### src/rtl/aes_pkg.sv
// Shared types, constants and GF(2^8) helpers for the
// AES inverse cipher datapath and its controller.
package aes_pkg;

  localparam int NR = 10;
  localparam int RW = 4;
  localparam logic [RW-1:0] LAST_RK = 4'd10;

  typedef enum logic [1:0] {
    S_IDLE,
    S_RUN,
    S_DONE
  } fsm_t;

  function automatic logic [7:0] xt(
    input logic [7:0] b
  );
    return {b[6:0], 1'b0} ^ (8'h1b & {8{b[7]}});
  endfunction

  function automatic logic [7:0] gm9(
    input logic [7:0] b
  );
    return xt(xt(xt(b))) ^ b;
  endfunction

  function automatic logic [7:0] gmb(
    input logic [7:0] b
  );
    return xt(xt(xt(b))) ^ xt(b) ^ b;
  endfunction

  function automatic logic [7:0] gmd(
    input logic [7:0] b
  );
    return xt(xt(xt(b))) ^ xt(xt(b)) ^ b;
  endfunction

  function automatic logic [7:0] gme(
    input logic [7:0] b
  );
    return xt(xt(xt(b))) ^ xt(xt(b)) ^ xt(b);
  endfunction

endpackage

### src/rtl/inv_mix_columns.sv
// InvMixColumns over a 128-bit column-major state,
// byte 0 at [127:120].
module inv_mix_columns
  import aes_pkg::*;
(
  input  logic [127:0] i_state,
  output logic [127:0] o_state
);

  for (genvar c = 0; c < 4; c++) begin : g_col
    logic [7:0] w_a0, w_a1, w_a2, w_a3;
    assign w_a0 = i_state[127-32*c -: 8];
    assign w_a1 = i_state[119-32*c -: 8];
    assign w_a2 = i_state[111-32*c -: 8];
    assign w_a3 = i_state[103-32*c -: 8];
    assign o_state[127-32*c -: 8] =
      gme(w_a0) ^ gmb(w_a1) ^ gmd(w_a2) ^ gm9(w_a3);
    assign o_state[119-32*c -: 8] =
      gm9(w_a0) ^ gme(w_a1) ^ gmb(w_a2) ^ gmd(w_a3);
    assign o_state[111-32*c -: 8] =
      gmd(w_a0) ^ gm9(w_a1) ^ gme(w_a2) ^ gmb(w_a3);
    assign o_state[103-32*c -: 8] =
      gmb(w_a0) ^ gmd(w_a1) ^ gm9(w_a2) ^ gme(w_a3);
  end

endmodule

### src/rtl/inv_sub_bytes.sv
// InvSubBytes: sixteen parallel inverse S-box lookups,
// purely combinational.
module inv_sub_bytes (
  input  logic [127:0] i_data,
  output logic [127:0] o_data
);

  localparam logic [2047:0] INV_SBOX = {
    128'h52096ad53036a538bf40a39e81f3d7fb,
    128'h7ce339829b2fff87348e4344c4dee9cb,
    128'h547b9432a6c2233dee4c950b42fac34e,
    128'h082ea16628d924b2765ba2496d8bd125,
    128'h72f8f66486689816d4a45ccc5d65b692,
    128'h6c704850fdedb9da5e154657a78d9d84,
    128'h90d8ab008cbcd30af7e45805b8b34506,
    128'hd02c1e8fca3f0f02c1afbd0301138a6b,
    128'h3a9111414f67dcea97f2cfcef0b4e673,
    128'h96ac7422e7ad3585e2f937e81c75df6e,
    128'h47f11a711d29c5896fb7620eaa18be1b,
    128'hfc563e4bc6d279209adbc0fe78cd5af4,
    128'h1fdda8338807c731b11210592780ec5f,
    128'h60517fa919b54a0d2de57a9f93c99cef,
    128'ha0e03b4dae2af5b0c8ebbb3c83539961,
    128'h172b047eba77d626e169146355210c7d
  };

  // entry x sits at bits [2047-8x -: 8]; 2047-8x == {~x,3'b111}
  function automatic logic [7:0] lut(
    input logic [7:0] x
  );
    return INV_SBOX[{~x, 3'b111} -: 8];
  endfunction

  for (genvar i = 0; i < 16; i++) begin : g_byte
    assign o_data[127-8*i -: 8] = lut(i_data[127-8*i -: 8]);
  end

endmodule

### src/rtl/aes_inv_cipher_ctrl.sv
// Iterative AES-128 inverse cipher: one round per clock,
// round keys fetched combinationally from an external store.
module aes_inv_cipher_ctrl #(
  parameter int NR = aes_pkg::NR
) (
  input  logic         clk,
  input  logic         rst_n,
  input  logic         in_valid,
  output logic         in_ready,
  input  logic [127:0] in_data,
  output logic [3:0]   rk_idx,
  input  logic [127:0] rk,
  input  logic         flush,
  output logic         out_valid,
  input  logic         out_ready,
  output logic [127:0] out_data,
  output logic         busy
);

  import aes_pkg::*;

  fsm_t          r_fsm;
  fsm_t          w_fsm_nxt;
  logic [127:0]  r_state;
  logic [127:0]  w_state_nxt;
  logic [RW-1:0] r_round;
  logic [RW-1:0] w_round_nxt;

  logic [127:0]  w_isr;
  logic [127:0]  w_isb;
  logic [127:0]  w_t;
  logic [127:0]  w_imc;

  // row r rotates right by r: out[r][c] = in[r][c-r]
  for (genvar c = 0; c < 4; c++) begin : g_isr_c
    for (genvar r = 0; r < 4; r++) begin : g_isr_r
      localparam int SC = (c - r + 4) % 4;
      assign w_isr[127-8*(4*c+r) -: 8] =
        r_state[127-8*(4*SC+r) -: 8];
    end
  end

  inv_sub_bytes u_isb (
    .i_data (w_isr),
    .o_data (w_isb)
  );

  assign w_t = w_isb ^ rk;

  inv_mix_columns u_imc (
    .i_state (w_t),
    .o_state (w_imc)
  );

  // state, round counter and FSM registers
  always_ff @(posedge clk or negedge rst_n) begin
    if (!rst_n) begin
      r_fsm   <= S_IDLE;
      r_state <= '0;
      r_round <= '0;
    end else begin
      r_fsm   <= w_fsm_nxt;
      r_state <= w_state_nxt;
      r_round <= w_round_nxt;
    end
  end

  // next state: flush beats accept and output handshake
  always_comb begin
    w_fsm_nxt   = r_fsm;
    w_state_nxt = r_state;
    w_round_nxt = r_round;
    if (flush) begin
      w_fsm_nxt = S_IDLE;
    end else begin
      unique case (r_fsm)
        S_IDLE: begin
          if (in_valid) begin
            w_state_nxt = in_data ^ rk;
            w_round_nxt = RW'(NR - 1);
            w_fsm_nxt   = S_RUN;
          end
        end
        S_RUN: begin
          if (r_round != '0) begin
            w_state_nxt = w_imc;
            w_round_nxt = r_round - 1'b1;
          end else begin
            w_state_nxt = w_t;
            w_fsm_nxt   = S_DONE;
          end
        end
        S_DONE: begin
          if (out_ready) w_fsm_nxt = S_IDLE;
        end
        default: w_fsm_nxt = S_IDLE;
      endcase
    end
  end

  // handshake flags and key index from FSM state
  always_comb begin
    in_ready  = 1'b0;
    out_valid = 1'b0;
    busy      = 1'b0;
    rk_idx    = LAST_RK;
    unique case (r_fsm)
      S_IDLE: in_ready = 1'b1;
      S_RUN: begin
        busy   = 1'b1;
        rk_idx = r_round;
      end
      S_DONE: begin
        busy      = 1'b1;
        out_valid = 1'b1;
        rk_idx    = '0;
      end
      default: rk_idx = LAST_RK;
    endcase
  end

  assign out_data = r_state;

endmodule

### config.mk
export PLATFORM = sky130hd
export DESIGN_NAME = aes_inv_cipher_ctrl
export DESIGN_NICKNAME = d
export VERILOG_FILES = /design/src/rtl/aes_pkg.sv /design/src/rtl/inv_mix_columns.sv /design/src/rtl/inv_sub_bytes.sv /design/src/rtl/aes_inv_cipher_ctrl.sv
export SDC_FILE = /design/constraint.sdc
export NUM_CORES = 2
export LEC_CHECK = 0
export BUFFER_PORTS_ARGS = -buffer_cell sky130_fd_sc_hd__buf_2
export CAP_MARGIN = 30
export CELL_PAD_IN_SITES_DETAIL_PLACEMENT = 2
export CELL_PAD_IN_SITES_GLOBAL_PLACEMENT = 2
export CORE_MARGIN = 2
export CORE_UTILIZATION = 33
export CTS_CLUSTER_DIAMETER = 120
export DETAILED_ROUTE_END_ITERATION = 7
export PLACE_DENSITY = 0.79
export SYNTH_ARGS = -nofsm -noshare
export SYNTH_HDL_FRONTEND = slang
export SYNTH_HIERARCHICAL = 1
export SYNTH_SLANG_ARGS = --single-unit
### constraint.sdc
create_clock -name clk -period 5.3 [get_ports clk]
set_input_delay 0.265 -clock clk [delete_from_list [all_inputs] [get_ports clk]]
set_output_delay 0.265 -clock clk [all_outputs]
set_load 0.1 [all_outputs]
==> flow_metrics.env <==
export IMPL_status="complete, but fails checks"
export IMPL_violations="setup timing"
export IMPL_synth_area_um2=70100
export IMPL_wl_mm=481
export IMPL_drv_slew=0
export IMPL_numCtsBuffers=17
export IMPL_drv_cap=0
export IMPL_ys_ff_latch=134
export IMPL_multi_input_area_um2=61200
export IMPL_vias_per_cell=7.07
export IMPL_final_nets=11000
export IMPL_max_stage_delay_ps=460
export IMPL_regArea_um2=3530
export IMPL_die_h_um=465
export IMPL_syn_area_per_cell_um2=6.81
export IMPL_synth_area_leaders="xnor2_1, o21ai_0, a21oi_1"
export IMPL_end_kind="flop"
export IMPL_criticalPathCategory="flop to flop"
export IMPL_dp_cells=13200
export IMPL_hpwlAfterDp_mm=360
export IMPL_final_antenna_net_count=0
export IMPL_cp_max_fo=8
export IMPL_finalNonFillerCells=13300
export IMPL_grtUsageTotal_pct=42.1
export IMPL_pre_cts_slack_ps=-444
export IMPL_globalplace_congestion=1.04
export IMPL_drive_above_1_share_pct=19.1
export IMPL_post_route_drc_count=0
export IMPL_cp_required_ps=5750
export IMPL_dr_pass1_iters=6
export IMPL_area_growth_pct=13.8
export IMPL_busiest_layer="met2"
export IMPL_synth_cells=10300
export IMPL_grtUsageMet1_pct=55.7
export IMPL_die_w_um=465
export IMPL_initialDrtViolationCount=12500
export IMPL_grt_max_degree=141
export IMPL_cp_data_arrival_time_ps=5820
export IMPL_port_buffers=395
export IMPL_fin_util_pct=37.7
export IMPL_use_met2_pct=64.6
export IMPL_yosys_area_top_type="xnor2_1"
export IMPL_clock_root_buffer="clkbuf_16"
export IMPL_yosys_warnings=6
export IMPL_crit_path_start_kind="flop"
export IMPL_crit_path_cell_trace="inv_1, buf_4, ha_1, buf_4, nand2b_1, a21oi_1, nor3_1, a311oi_1, o211ai_1, o31a_1, xor2_1, buf_4, xor2_1, xnor2_1, xnor2_1, xnor3_1, xnor2_1, nor3_1, o31ai_1"
export IMPL_yosysTopAreaCellShare_pct=8.28
export IMPL_worstMarginPinSlew_ps=1040
export IMPL_clock_skew_ps=33.8
export IMPL_cts_tree="built"
export IMPL_antenna_found_initial=28
export IMPL_grt_ovfl_total=0
export IMPL_dieArea_um2=216000
export IMPL_core_area_um2=212000
export IMPL_finalCriticalPeriod_ps=5370
export IMPL_initial_core_util_pct=33.1
export IMPL_critPathSlowestCell="dfrtp_2"
export IMPL_yosysSeqAreaShare_pct=4.78
export IMPL_synth_nets=10900
export IMPL_n_fill_cell=25300
export IMPL_rsz0062_at_grt="yes"
export IMPL_grt_pass1_vias=94500
export IMPL_worstSkewPairLatency_ps=570
export IMPL_hold_viol_final=0
export IMPL_cts_max_level=4
export IMPL_fin_ws_ps=-69.9
export IMPL_cts_buffer_depth=2
export IMPL_max_freq_ghz=0.186
export IMPL_slew_headroom_pct=30.8
export IMPL_grt_pass1_wl_mm=694
export IMPL_setup_viol_count_final=1
export IMPL_ios=396
export IMPL_place_area_um2=78400
export IMPL_wl_per_cell_um=36.2
export IMPL_fin_area_um2=79800
export IMPL_synthDistinctLibCells=106
export IMPL_synth_ff_type="dfrtp_1"
export IMPL_cts_clk_slew_worst_paths_ps=100
export IMPL_min_path_type="input pin to flop"
export IMPL_row_count=169
export IMPL_synth_async_sr_flop_share_pct=100
export IMPL_synth_edf_count=0
export IMPL_finalCritPeriodShare_pct=101
export IMPL_vias=94000
export IMPL_met3_usage_pct=6.82
export IMPL_cts_num_sinks=134
timing repair:
| action | CTS | global route |
|---|---|---|
| setup buffers | 1 | 6 |
| resized for setup | 30 | 126 |
| pin swaps | 0 | 4 |
| endpoints found under the setup margin | 45 | 89 |
| hold buffers | 1 | 0 |
| hold endpoints to repair | 66 | 0 |
through the flow:
stage	TNS [ps]	hold WS [ps]
finish	-69.9	108
global route	-369	122
CTS	0	85.7
detailed placement	-3030	370
global placement	-1040	370
floorplan	-2.59	-30.6
metal layers:
layer,share of wire (%),wire length [um],vias up
met5,0.023,112,-
met4,6.8,32900,16
met3,9.2,44200,1311
met2,44,209000,5979
met1,40,194000,47900
li1,-,-,38800
cell usage in the layout (no fill, tap or decap), types with 72 or more instances in the layout:
master      n
a211o_1    72
a211oi_1  218
a21oi_1   799
a221oi_1   87
a311oi_1  148
a31oi_1   233
and2_1     81
buf_2     396
buf_4     925
ha_1      250
inv_1     143
mux2i_1    91
mux4_2    155
nand2_1   720
nand2b_1  310
nand3_1   252
nor2_1    602
nor2b_1   246
nor3_1    412
o211ai_1  223
o21ai_0   855
o22ai_1   205
o311ai_0  149
o31ai_1   233
or2_2      74
xnor2_1   639
xor2_1    409
worst paths after layout:
kind / start / depth (start not counted) / end / slack, ps
min in group asynchronous: rst_n / 2 / out_data[48]$_DFFE_PN0P_ / 310
hold reg to reg: out_data[96]$_DFFE_PN0P_ / 2 / out_data[96]$_DFFE_PN0P_ / 610
hold / removal: in_data[39] / 4 / out_data[39]$_DFFE_PN0P_ / 110
setup / recovery: out_data[121]$_DFFE_PN0P_ / 19 / out_data[116]$_DFFE_PN0P_ / -70
setup reg to reg: out_data[121]$_DFFE_PN0P_ / 19 / out_data[116]$_DFFE_PN0P_ / -70
max in group asynchronous: rst_n / 3 / out_data[67]$_DFFE_PN0P_ / 3770
worst max-delay path: cells and delay by family, from the launching register on:
family / cells / cell delay (ps)
fa+ha+maj: 1 / 420
flops: 1 / 460
simple gates: 3 / 630
buf+inv: 4 / 720
compound gates: 5 / 1130
xor+xnor: 6 / 1860
cells in the mapped netlist (45+ instances only):
cell type,n
nor2_1,611
a221oi_1,89
mux2i_1,91
nor3_1,416
nor2b_1,255
a211o_1,72
nand2_1,722
mux4_2,155
a311o_1,48
xnor2_1,663
o311ai_0,154
o22ai_1,205
a31oi_1,233
o21ai_0,860
a311oi_1,149
o21ai_1,48
o211ai_1,223
inv_1,145
a21oi_1,803
o221ai_1,66
buf_2,431
buf_4,74
buf_1,80
ha_1,293
a21o_1,52
a211oi_1,220
or3_1,56
and3_1,60
o31ai_1,234
nand3_1,253
nand2b_1,313
clkbuf_1,649
and2_1,81
dfrtp_1,134
or2_2,74
o2111ai_1,47
xor2_1,426
a32oi_1,45
state kept, by name, indices dropped and copies added (netlist names):
signal and count:
out_data 128, r_fsm 2, r_round 4
final cells by class:
class,instances,share of cell area (%)
sequential,134,4.42
multi-input combinational,8738,76.7
inverter,182,0.881
antenna,13,0.0408
tap,2821,4.42
clock inverter,13,0.227
timing repair buffer,1382,12.7
clock buffer,19,0.568
kinds of logic after synthesis:
group	Yosys count	synth area share, %
adder cells (fa/ha/maj)	293	5.23
buffers and inverters	1429	8.92
XOR/XNOR	1114	14.4
flip-flops	134	4.78
multiplexers	289	6.97
AND/OR/NAND/NOR	3022	21.3
AO/OA/AOI/OAI	4020	38.4
Power is left out: the tool's default activity adds up to more than one toggle a clock period on the data nets, which glitch-free logic cannot reach.
